`config.mk`:
```
export PLATFORM = sky130hd
export DESIGN_NAME = age_select
export DESIGN_NICKNAME = d
export VERILOG_FILES = /design/src/rtl/age_select_pkg.sv /design/src/rtl/age_select_age_matrix.sv /design/src/rtl/age_select.sv
export SDC_FILE = /design/constraint.sdc
export NUM_CORES = 1
export LEC_CHECK = 0
export CORE_MARGIN = 3
export CORE_UTILIZATION = 60
export CTS_BUF_LIST = sky130_fd_sc_hd__clkbuf_4 sky130_fd_sc_hd__clkbuf_8
export DETAILED_ROUTE_END_ITERATION = 8
export PLACE_DENSITY = 0.83
export SLEW_MARGIN = 20
export SYNTH_ARGS = -nofsm -noshare
export SYNTH_HDL_FRONTEND = slang
export SYNTH_SLANG_ARGS = --single-unit
export TNS_END_PERCENT = 100
```
`constraint.sdc`:
```
create_clock -name clk -period 4.3 [get_ports clk]
set_input_delay 0.86 -clock clk [delete_from_list [all_inputs] [get_ports clk]]
set_output_delay 0.86 -clock clk [all_outputs]
set_load 0.02 [all_outputs]
```
`src/rtl/age_select_pkg.sv`:
```
// Shared backend types for the reservation-station select path.
package age_select_pkg;

  localparam int unsigned RS_ENTRIES = 8;
  localparam int unsigned NUM_FUS    = 1;
  localparam int unsigned RS_IDX_W   = $clog2(RS_ENTRIES);

  typedef logic [RS_IDX_W-1:0] rs_idx_t;

endpackage

```
`src/rtl/age_select_age_matrix.sv`:
```
// Age matrix over RS entries: tracks allocation order and picks the oldest
// requesting entry as a one-hot vector.
module age_matrix #(
  parameter int unsigned N = age_select_pkg::RS_ENTRIES
) (
  input  logic                     clk,
  input  logic                     rst_n,
  input  logic                     i_alloc_valid,
  input  age_select_pkg::rs_idx_t  i_alloc_entry,
  input  logic                     i_retire_valid,
  input  age_select_pkg::rs_idx_t  i_retire_entry,
  input  logic [N-1:0]             i_eff,
  output logic [N-1:0]             o_entry_valid,
  output logic [N-1:0]             o_oldest_c
);
  import age_select_pkg::*;

  logic [N-1:0]          r_entry_valid;
  logic [N-1:0][N-1:0]   r_older;
  logic [N-1:0]          w_valid_nxt;
  logic [N-1:0][N-1:0]   w_older_nxt;
  logic [N-1:0]          w_win;
  logic                  w_retire_apply;
  logic                  w_found;

  // A same-index alloc overrides the retire.
  assign w_retire_apply = i_retire_valid &&
                          !(i_alloc_valid && (i_alloc_entry == i_retire_entry));

  always_comb begin
    w_valid_nxt = r_entry_valid;
    w_older_nxt = r_older;
    if (i_alloc_valid) begin
      w_valid_nxt[i_alloc_entry] = 1'b1;
      for (int i = 0; i < int'(N); i++) begin
        w_older_nxt[i_alloc_entry][i] = 1'b0;
        if (rs_idx_t'(i) != i_alloc_entry) begin
          w_older_nxt[i][i_alloc_entry] = r_entry_valid[i];
        end
      end
    end
    if (w_retire_apply) begin
      w_valid_nxt[i_retire_entry] = 1'b0;
      for (int i = 0; i < int'(N); i++) begin
        w_older_nxt[i_retire_entry][i] = 1'b0;
        w_older_nxt[i][i_retire_entry] = 1'b0;
      end
    end
  end

  always_ff @(posedge clk or negedge rst_n) begin
    if (!rst_n) begin
      r_entry_valid <= '0;
      r_older       <= '0;
    end else begin
      r_entry_valid <= w_valid_nxt;
      r_older       <= w_older_nxt;
    end
  end

  // Entry wins when no older entry is also requesting; lowest index breaks ties.
  always_comb begin
    w_win      = i_eff;
    o_oldest_c = '0;
    w_found    = 1'b0;
    for (int i = 0; i < int'(N); i++) begin
      for (int j = 0; j < int'(N); j++) begin
        if (i_eff[j] && r_older[j][i]) begin
          w_win[i] = 1'b0;
        end
      end
    end
    for (int i = 0; i < int'(N); i++) begin
      if (w_win[i] && !w_found) begin
        o_oldest_c[i] = 1'b1;
        w_found       = 1'b1;
      end
    end
  end

  assign o_entry_valid = r_entry_valid;

endmodule

```
`src/rtl/age_select.sv`:
```
// Oldest-first select for a reservation station, feeding a single issue
// register with a valid/ready handshake and a handshake counter.
module age_select #(
  parameter int unsigned RS_ENTRIES = age_select_pkg::RS_ENTRIES,
  parameter int unsigned CNT_W      = 32
) (
  input  logic                     clk,
  input  logic                     rst,
  input  logic                     alloc_valid,
  input  age_select_pkg::rs_idx_t  alloc_entry,
  input  logic [RS_ENTRIES-1:0]    reqs,
  input  logic                     retire_valid,
  input  age_select_pkg::rs_idx_t  retire_entry,
  input  logic                     issue_ready,
  output logic                     grant_valid,
  output age_select_pkg::rs_idx_t  grant,
  output logic                     issue_valid,
  output age_select_pkg::rs_idx_t  issue_entry,
  output logic [CNT_W-1:0]         issue_count
);
  import age_select_pkg::*;

  logic [RS_ENTRIES-1:0] w_entry_valid;
  logic [RS_ENTRIES-1:0] w_eff;
  logic [RS_ENTRIES-1:0] w_oldest;
  rs_idx_t               w_win_idx;
  logic                  w_free;
  logic                  w_handshake;
  logic                  r_issue_valid;
  rs_idx_t               r_issue_entry;
  logic [CNT_W-1:0]      r_issue_count;

  age_matrix #(.N(RS_ENTRIES)) u_age_matrix (
    .clk            (clk),
    .rst_n          (rst),
    .i_alloc_valid  (alloc_valid),
    .i_alloc_entry  (alloc_entry),
    .i_retire_valid (retire_valid),
    .i_retire_entry (retire_entry),
    .i_eff          (w_eff),
    .o_entry_valid  (w_entry_valid),
    .o_oldest_c     (w_oldest)
  );

  assign w_eff       = reqs & w_entry_valid;
  assign w_free      = !r_issue_valid || issue_ready;
  assign w_handshake = r_issue_valid && issue_ready;

  // One-hot to index encode.
  always_comb begin
    w_win_idx = '0;
    for (int i = 0; i < int'(RS_ENTRIES); i++) begin
      if (w_oldest[i]) begin
        w_win_idx = w_win_idx | rs_idx_t'(i);
      end
    end
  end

  assign grant_valid = (|w_eff) && w_free;
  assign grant       = grant_valid ? w_win_idx : '0;

  always_ff @(posedge clk or negedge rst) begin
    if (!rst) begin
      r_issue_valid <= 1'b0;
      r_issue_entry <= '0;
      r_issue_count <= '0;
    end else begin
      if (grant_valid) begin
        r_issue_valid <= 1'b1;
        r_issue_entry <= grant;
      end else if (w_handshake) begin
        r_issue_valid <= 1'b0;
      end
      r_issue_count <= r_issue_count + CNT_W'(w_handshake);
    end
  end

  assign issue_valid = r_issue_valid;
  assign issue_entry = r_issue_entry;
  assign issue_count = r_issue_count;

endmodule

```
Word level (Yosys, flattened, before mapping)

Index checks and enable logic that the tools add are counted.

Flip-flop bits (word level): 108
Input bits: 19
Output and inout bits: 40
Word-level logic and storage cells: 310

Add/sub/neg operators: 1
Magnitude comparators: 4
Eq/ne operators: 8
Mux-type cells: 151
Bitwise gates (word level): 44
Reductions and logical operators: 90

Operators by type and width:

| operator                                                               | count |
|---|---|
| 64-bit AND                                                             | 16 |
| 64-bit inverter                                                        | 16 |
| 8-bit demux with 3-bit select                                          | 16 |
| 8-bit two-way mux                                                      | 19 |
| 64-bit two-way mux                                                     | 2 |
| 1-bit two-way mux                                                      | 85 |
| 8-bit AND                                                              | 10 |
| 1-bit logical AND                                                      | 77 |
| 8-bit bitwise mux                                                      | 8 |
| 32-bit by 1-bit adder with 32-bit output                               | 1 |
| 3-bit two-way mux                                                      | 7 |
| 7-bit two-way mux                                                      | 2 |
| 6-bit two-way mux                                                      | 2 |
| 3-bit != test (first input constant)                                   | 4 |
| 5-bit two-way mux                                                      | 2 |
| 1-bit zero test                                                        | 9 |
| 3-bit by 4-bit < comparator with 1-bit output (second input constant)  | 2 |
| 2-bit two-way mux                                                      | 4 |
| 4-bit two-way mux                                                      | 2 |
| 8-bit inverter                                                         | 1 |
| 8-bit OR                                                               | 1 |
| 8-bit OR reduction                                                     | 1 |
| 1-bit demux with 3-bit select                                          | 2 |
| 3-bit by 1-bit >= comparator with 1-bit output (second input constant) | 2 |
| other kinds (6)                                                        | 7 |

Longest topological paths before layout

Word-level depth: 54
Mapped depth: 8
Depth with buffers taken out: 8

Cells and area by module

From an unflattened synthesis, not the netlist that was laid out.

Cell total of the unflattened synthesis: 522
Area, all modules: 5403.9 µm²

Modules (own cells, without submodules):

| module     | times used | cells an instance | area each (µm²) | sequential area each (µm²) |
|---|---|---|---|---|
| age_matrix | 1          | 367               | 3676.0          | 1801.7 |
| age_select | 1          | 155               | 1727.9          | 900.9 |

Worst setup path before layout

No wires, ideal clock.

Path kind: input -> output
From: in reqs[6]
To: out grant[0]
Arrival time: 2215 ps
Data required time: 3440 ps
Setup slack: 1225 ps
Cell stages on the path: 7
Cells stage by stage: buf_2 -> a22oi_1 -> a41o_1 -> a31o_1 -> nor4_2 -> o211a_1 -> or2_1

Cells in the longest elaborated chain, start to end: 28
Elaborated cells between the ends (all ways): 66
Those cells by class: 41 x mux; 1 x bitwise; 24 x reduce/logical

RTL lines:

| item                           | line                        | RTL |
|---|---|---|
| start, declared                | age_select.sv:11            | `input logic [RS_ENTRIES-1:0] reqs,` |
| 8-bit AND (*)                  | age_select.sv:45            | `assign w_eff = reqs & w_entry_valid;` |
| 1-bit logical AND              | age_select_age_matrix.sv:68 | `if (i_eff[j] && r_older[j][i]) begin` |
| 1-bit two-way mux (2 in a row) | age_select_age_matrix.sv:68 |  |
| 1-bit two-way mux              | age_select_age_matrix.sv:74 | `if (w_win[i] && !w_found) begin` |
| 1-bit zero test                | age_select_age_matrix.sv:74 |  |
| 1-bit logical AND              | age_select_age_matrix.sv:74 |  |
| 1-bit two-way mux              | age_select_age_matrix.sv:74 |  |
| 1-bit zero test                | age_select_age_matrix.sv:74 |  |
| [11 not listed]                | --                          |  |
| 1-bit zero test                | age_select_age_matrix.sv:74 |  |
| 1-bit logical AND              | age_select_age_matrix.sv:74 |  |
| 1-bit two-way mux              | age_select_age_matrix.sv:74 |  |
| 1-bit zero test                | age_select_age_matrix.sv:74 |  |
| 1-bit logical AND              | age_select_age_matrix.sv:74 |  |
| 1-bit two-way mux              | age_select_age_matrix.sv:74 |  |
| 3-bit two-way mux              | age_select.sv:53            | `if (w_oldest[i]) begin` |
| 3-bit two-way mux (*)          | age_select.sv:60            | `assign grant = grant_valid ? w_win_idx : '0;` |
| end, declared                  | age_select.sv:16            | `output age_select_pkg::rs_idx_t grant,` |

Every way passes the cells marked *; elsewhere a longest branch is shown, timed or not.

Worst setup path in the final report

From: in reqs[1]
To: out grant[1]

Cells in the longest elaborated chain, start to end: 33
Elaborated cells between the ends (all ways): 100
Those cells by class: 75 x mux; 1 x bitwise; 24 x reduce/logical

RTL lines:

| item                           | line |
|---|---|
| 8-bit AND (*)                  | age_select.sv:45 |
| 1-bit logical AND              | age_select_age_matrix.sv:68 |
| 1-bit two-way mux (7 in a row) | age_select_age_matrix.sv:68 |
| 1-bit two-way mux              | age_select_age_matrix.sv:74 |
| 1-bit zero test                | age_select_age_matrix.sv:74 |
| 1-bit logical AND              | age_select_age_matrix.sv:74 |
| 1-bit two-way mux              | age_select_age_matrix.sv:74 |
| 1-bit zero test                | age_select_age_matrix.sv:74 |
| [11 not listed]                | -- |
| 1-bit zero test                | age_select_age_matrix.sv:74 |
| 1-bit logical AND              | age_select_age_matrix.sv:74 |
| 1-bit two-way mux              | age_select_age_matrix.sv:74 |
| 1-bit zero test                | age_select_age_matrix.sv:74 |
| 1-bit logical AND              | age_select_age_matrix.sv:74 |
| 1-bit two-way mux              | age_select_age_matrix.sv:74 |
| 3-bit two-way mux              | age_select.sv:53 |
| 3-bit two-way mux (*)          | age_select.sv:60 |

Marks and branches as above.

==> results.cfg <==
[clocking]
clkLatencyLatePin_ps = 380
clock-root-buffer = clkbuf_8
tritoncts = done
cts.sinks = 108
cts_setup_buffers = 0
clockBufferDepth = 2
cts_buffers = 9
cts_max_level = 3
path_clk_slew_ps = 110

[die]
die_h_um = 102
die_area_mm2 = 0.0103
coreArea_mm2 = 0.00881
die_x_um = 102
placementRows = 34
start_util_pct = 62.2
io_pins = 59

[power_and_ir_drop]
power_frac_comb_pct = 23.9
p_switching_uw = 863
p_leak_uw = 0.00288
internal_power_uw = 1700
irDropWorstVdd_mv = 0.242
power_frac_seq_pct = 50.6
power.density_mw_per_mm2 = 401
power_frac_clock_pct = 25.6
swShare_pct = 33.7

[global_route]
grt_max_degree = 47
grt.total_usage_pct = 32.0
overflow = 0
grt_pass1_wl_um = 25000
antenna_found_initial = 0
grt_pass1_vias = 4503

[synth]
synth_area_leader_cell = dfrtp_1
synth_edf_count = 0
synth_warnings = 0
synth_ff_type = dfrtp_1
synthesis.nets = 576
syn_inst = 555
ys_ff_latch = 108
synth_area_leaders = dfrtp_1, mux2i_1, nand3_1, nor3_1, xnor2_1
yosysTopAreaCellShare_pct = 49.4
synth_cell_types = 55
syn_avg_cell_area_um2 = 9.86
syn_area_mm2 = 0.00547
ys_seq_area_share_pct = 49.4
async_reset_ff_share_pct = 100

[timing]
grt_setup_unrepaired = no
tightest_slew_ps = 756
report.final.setup_viol = 0
hold_viol_final = 0
slew_violations = 0
tns_ps = 0
fmax_mhz = 238
fin_crit_ps = 4190
relSlewSlack_pct = 49.0
min_period_over_period_pct = 97.5
setup_ws_ps = 105
skew_ps = 14.9

[run_status]
status = completed

[detailed_routing]
drc = 0
via_per_inst = 6.53
drt_wl_total_um = 15900
antenna_left = 0
wire_per_inst_um = 21.8
dr.pass1.iters = 5
via_count = 4756
drt_iter0_drc = 517

[flow_run]
maxCapViolCount = 0

[place]
post-place-ws_ps = 137
post-dp-hpwl_um = 11600
gp_congestion = 0.980
io_buffer_count = 58
dp_cells = 712

[critical_path]
rrSetupSlack_ps = 2090
reg2reg_depth = 6
path_max_fanout = 4
reg2reg_to = issue_entry[0]
r2r-start = u_age_matrix.o_entry_valid[0]
cp-end-kind = output pin
cp.arrival_ps = 3330
worstSetupStartpointType = input pin
critPathRequiredTime_ps = 3440
critPathKind = in -> out

[hold_path]
min_path_type = in -> async

[cells_and_area]
antenna_cells = 0
fill_cells = 666
area_growth_pct = 16.7
stdcell_count = 728
fin_nets = 636
drive_above_1_share_pct = 9.52
## layout by cell type (no fill, tap or decap), types with 5 or more instances in the layout
| cell type | n |
|---|---|
| nand4_1 | 20 |
| dfrtp_1 | 108 |
| xor2_1 | 8 |
| mux2i_1 | 46 |
| and3_1 | 9 |
| o21ai_0 | 5 |
| nor2_1 | 50 |
| nand2b_1 | 6 |
| a21oi_1 | 17 |
| nor3_1 | 54 |
| xnor2_1 | 25 |
| or2_1 | 5 |
| buf_4 | 26 |
| and2_1 | 5 |
| nand2_1 | 26 |
| nand3_1 | 75 |
| clkbuf_8 | 10 |
| inv_1 | 14 |
| clkdlybuf4s50_1 | 56 |
## metrics by stage
stage | total power [µW] | hold WS, ps | utilization (%) | cell area [µm²]
4_1_cts | 2560 | 490 | 72.5 | 6380
5_1_grt | 2660 | 503 | 72.5 | 6390
3_3_place_gp | 1890 | 458 | 70.1 | 6180
3_5_place_dp | 1910 | 480 | 70.1 | 6180
2_1_floorplan | 1640 | 460 | - | 5470
6_report | 2560 | 463 | 72.5 | 6390
## logic make-up (layout without fill, tap and decap cells)
group | Yosys count | count (layout) | synth area share [%]
and+or+nand+nor | 274 | 274 | 25.9
DFF | 108 | 108 | 49.4
buffers and inverters | 48 | 113 | 4.59
muxes | 46 | 46 | 8.41
AOI/OAI and AO/OA | 44 | 44 | 6.01
xor gates and xnor gates | 33 | 33 | 5.28
adders and majority gates | 2 | 2 | 0.457
## Yosys cell counts (3+ instances only)
library cell / instances
buf_2: 17
o21ai_0: 5
and2_1: 5
nor2b_1: 3
and3_1: 9
nor3b_1: 3
nand4_1: 20
nor2_1: 50
mux2i_1: 46
buf_4: 9
nor2_2: 3
or2_1: 5
xnor2_1: 25
xor2_1: 8
and4_1: 3
dfrtp_1: 108
a21oi_1: 17
inv_1: 14
nor3_1: 54
nand3_1: 75
nand2_1: 26
buf_1: 4
nand2b_1: 6
## how the worst max path moves through the flow
stage                     startpoint        to  slack [ps]
final                        reqs[1]  grant[1]         110
after detailed placement     reqs[1]  grant[1]         140
after global routing         reqs[4]  grant[0]           7
after floorplan              reqs[6]  grant[0]        1230
after CTS                    reqs[1]  grant[1]         140
after global placement       reqs[2]  grant[1]         160
## sequential cells by signal, summed over array words and instances (netlist names)
name / count
u_age_matrix.r_older: 64
issue_count: 32
u_age_matrix.o_entry_valid: 8
issue_entry: 3
issue_valid: 1
## area by class of cell
cell class | instances | area, µm² | area share (%)
tap | 108 | 135 | 2.12
inverter | 14 | 52.6 | 0.823
multi-input combinational | 399 | 2520 | 39.5
timing repair buffer | 83 | 768 | 12.0
clock buffer | 10 | 138 | 2.15
sequential | 108 | 2700 | 42.3
clock inverter | 6 | 71.3 | 1.12
## power by group through the flow
stage	sequential [µW]	combinational [µW]	clock [µW]
after global routing	1310	656	697
after CTS	1290	607	660
after detailed placement	1310	606	0
after global placement	1300	588	0
after floorplan	1280	358	0
final	1300	612	656
## critical path: stages
cell and delay (ps):
clkdlybuf4s50_1 540, buf_4 220, nand3_1 80, nand4_1 120, nor3_1 260, buf_4 180, nor2_1 50, a211o_1 340
and2_1 160, clkdlybuf4s50_1 530
## layer usage
layer | vias up | wire [µm] | track usage (%)
met5 | - | 0 | 0
met4 | 0 | 652 | 13.0
met3 | 54 | 1250 | 6.06
met2 | 289 | 7570 | 52.0
met1 | 2341 | 6390 | 42.6
li1 | 2072 | - | -
## repair_timing
item,CTS,global route
endpoints found under the setup margin,0,1
hold buffers,0,0
gates resized for setup,0,1
Note: power is estimated with default switching activity, not from simulation.
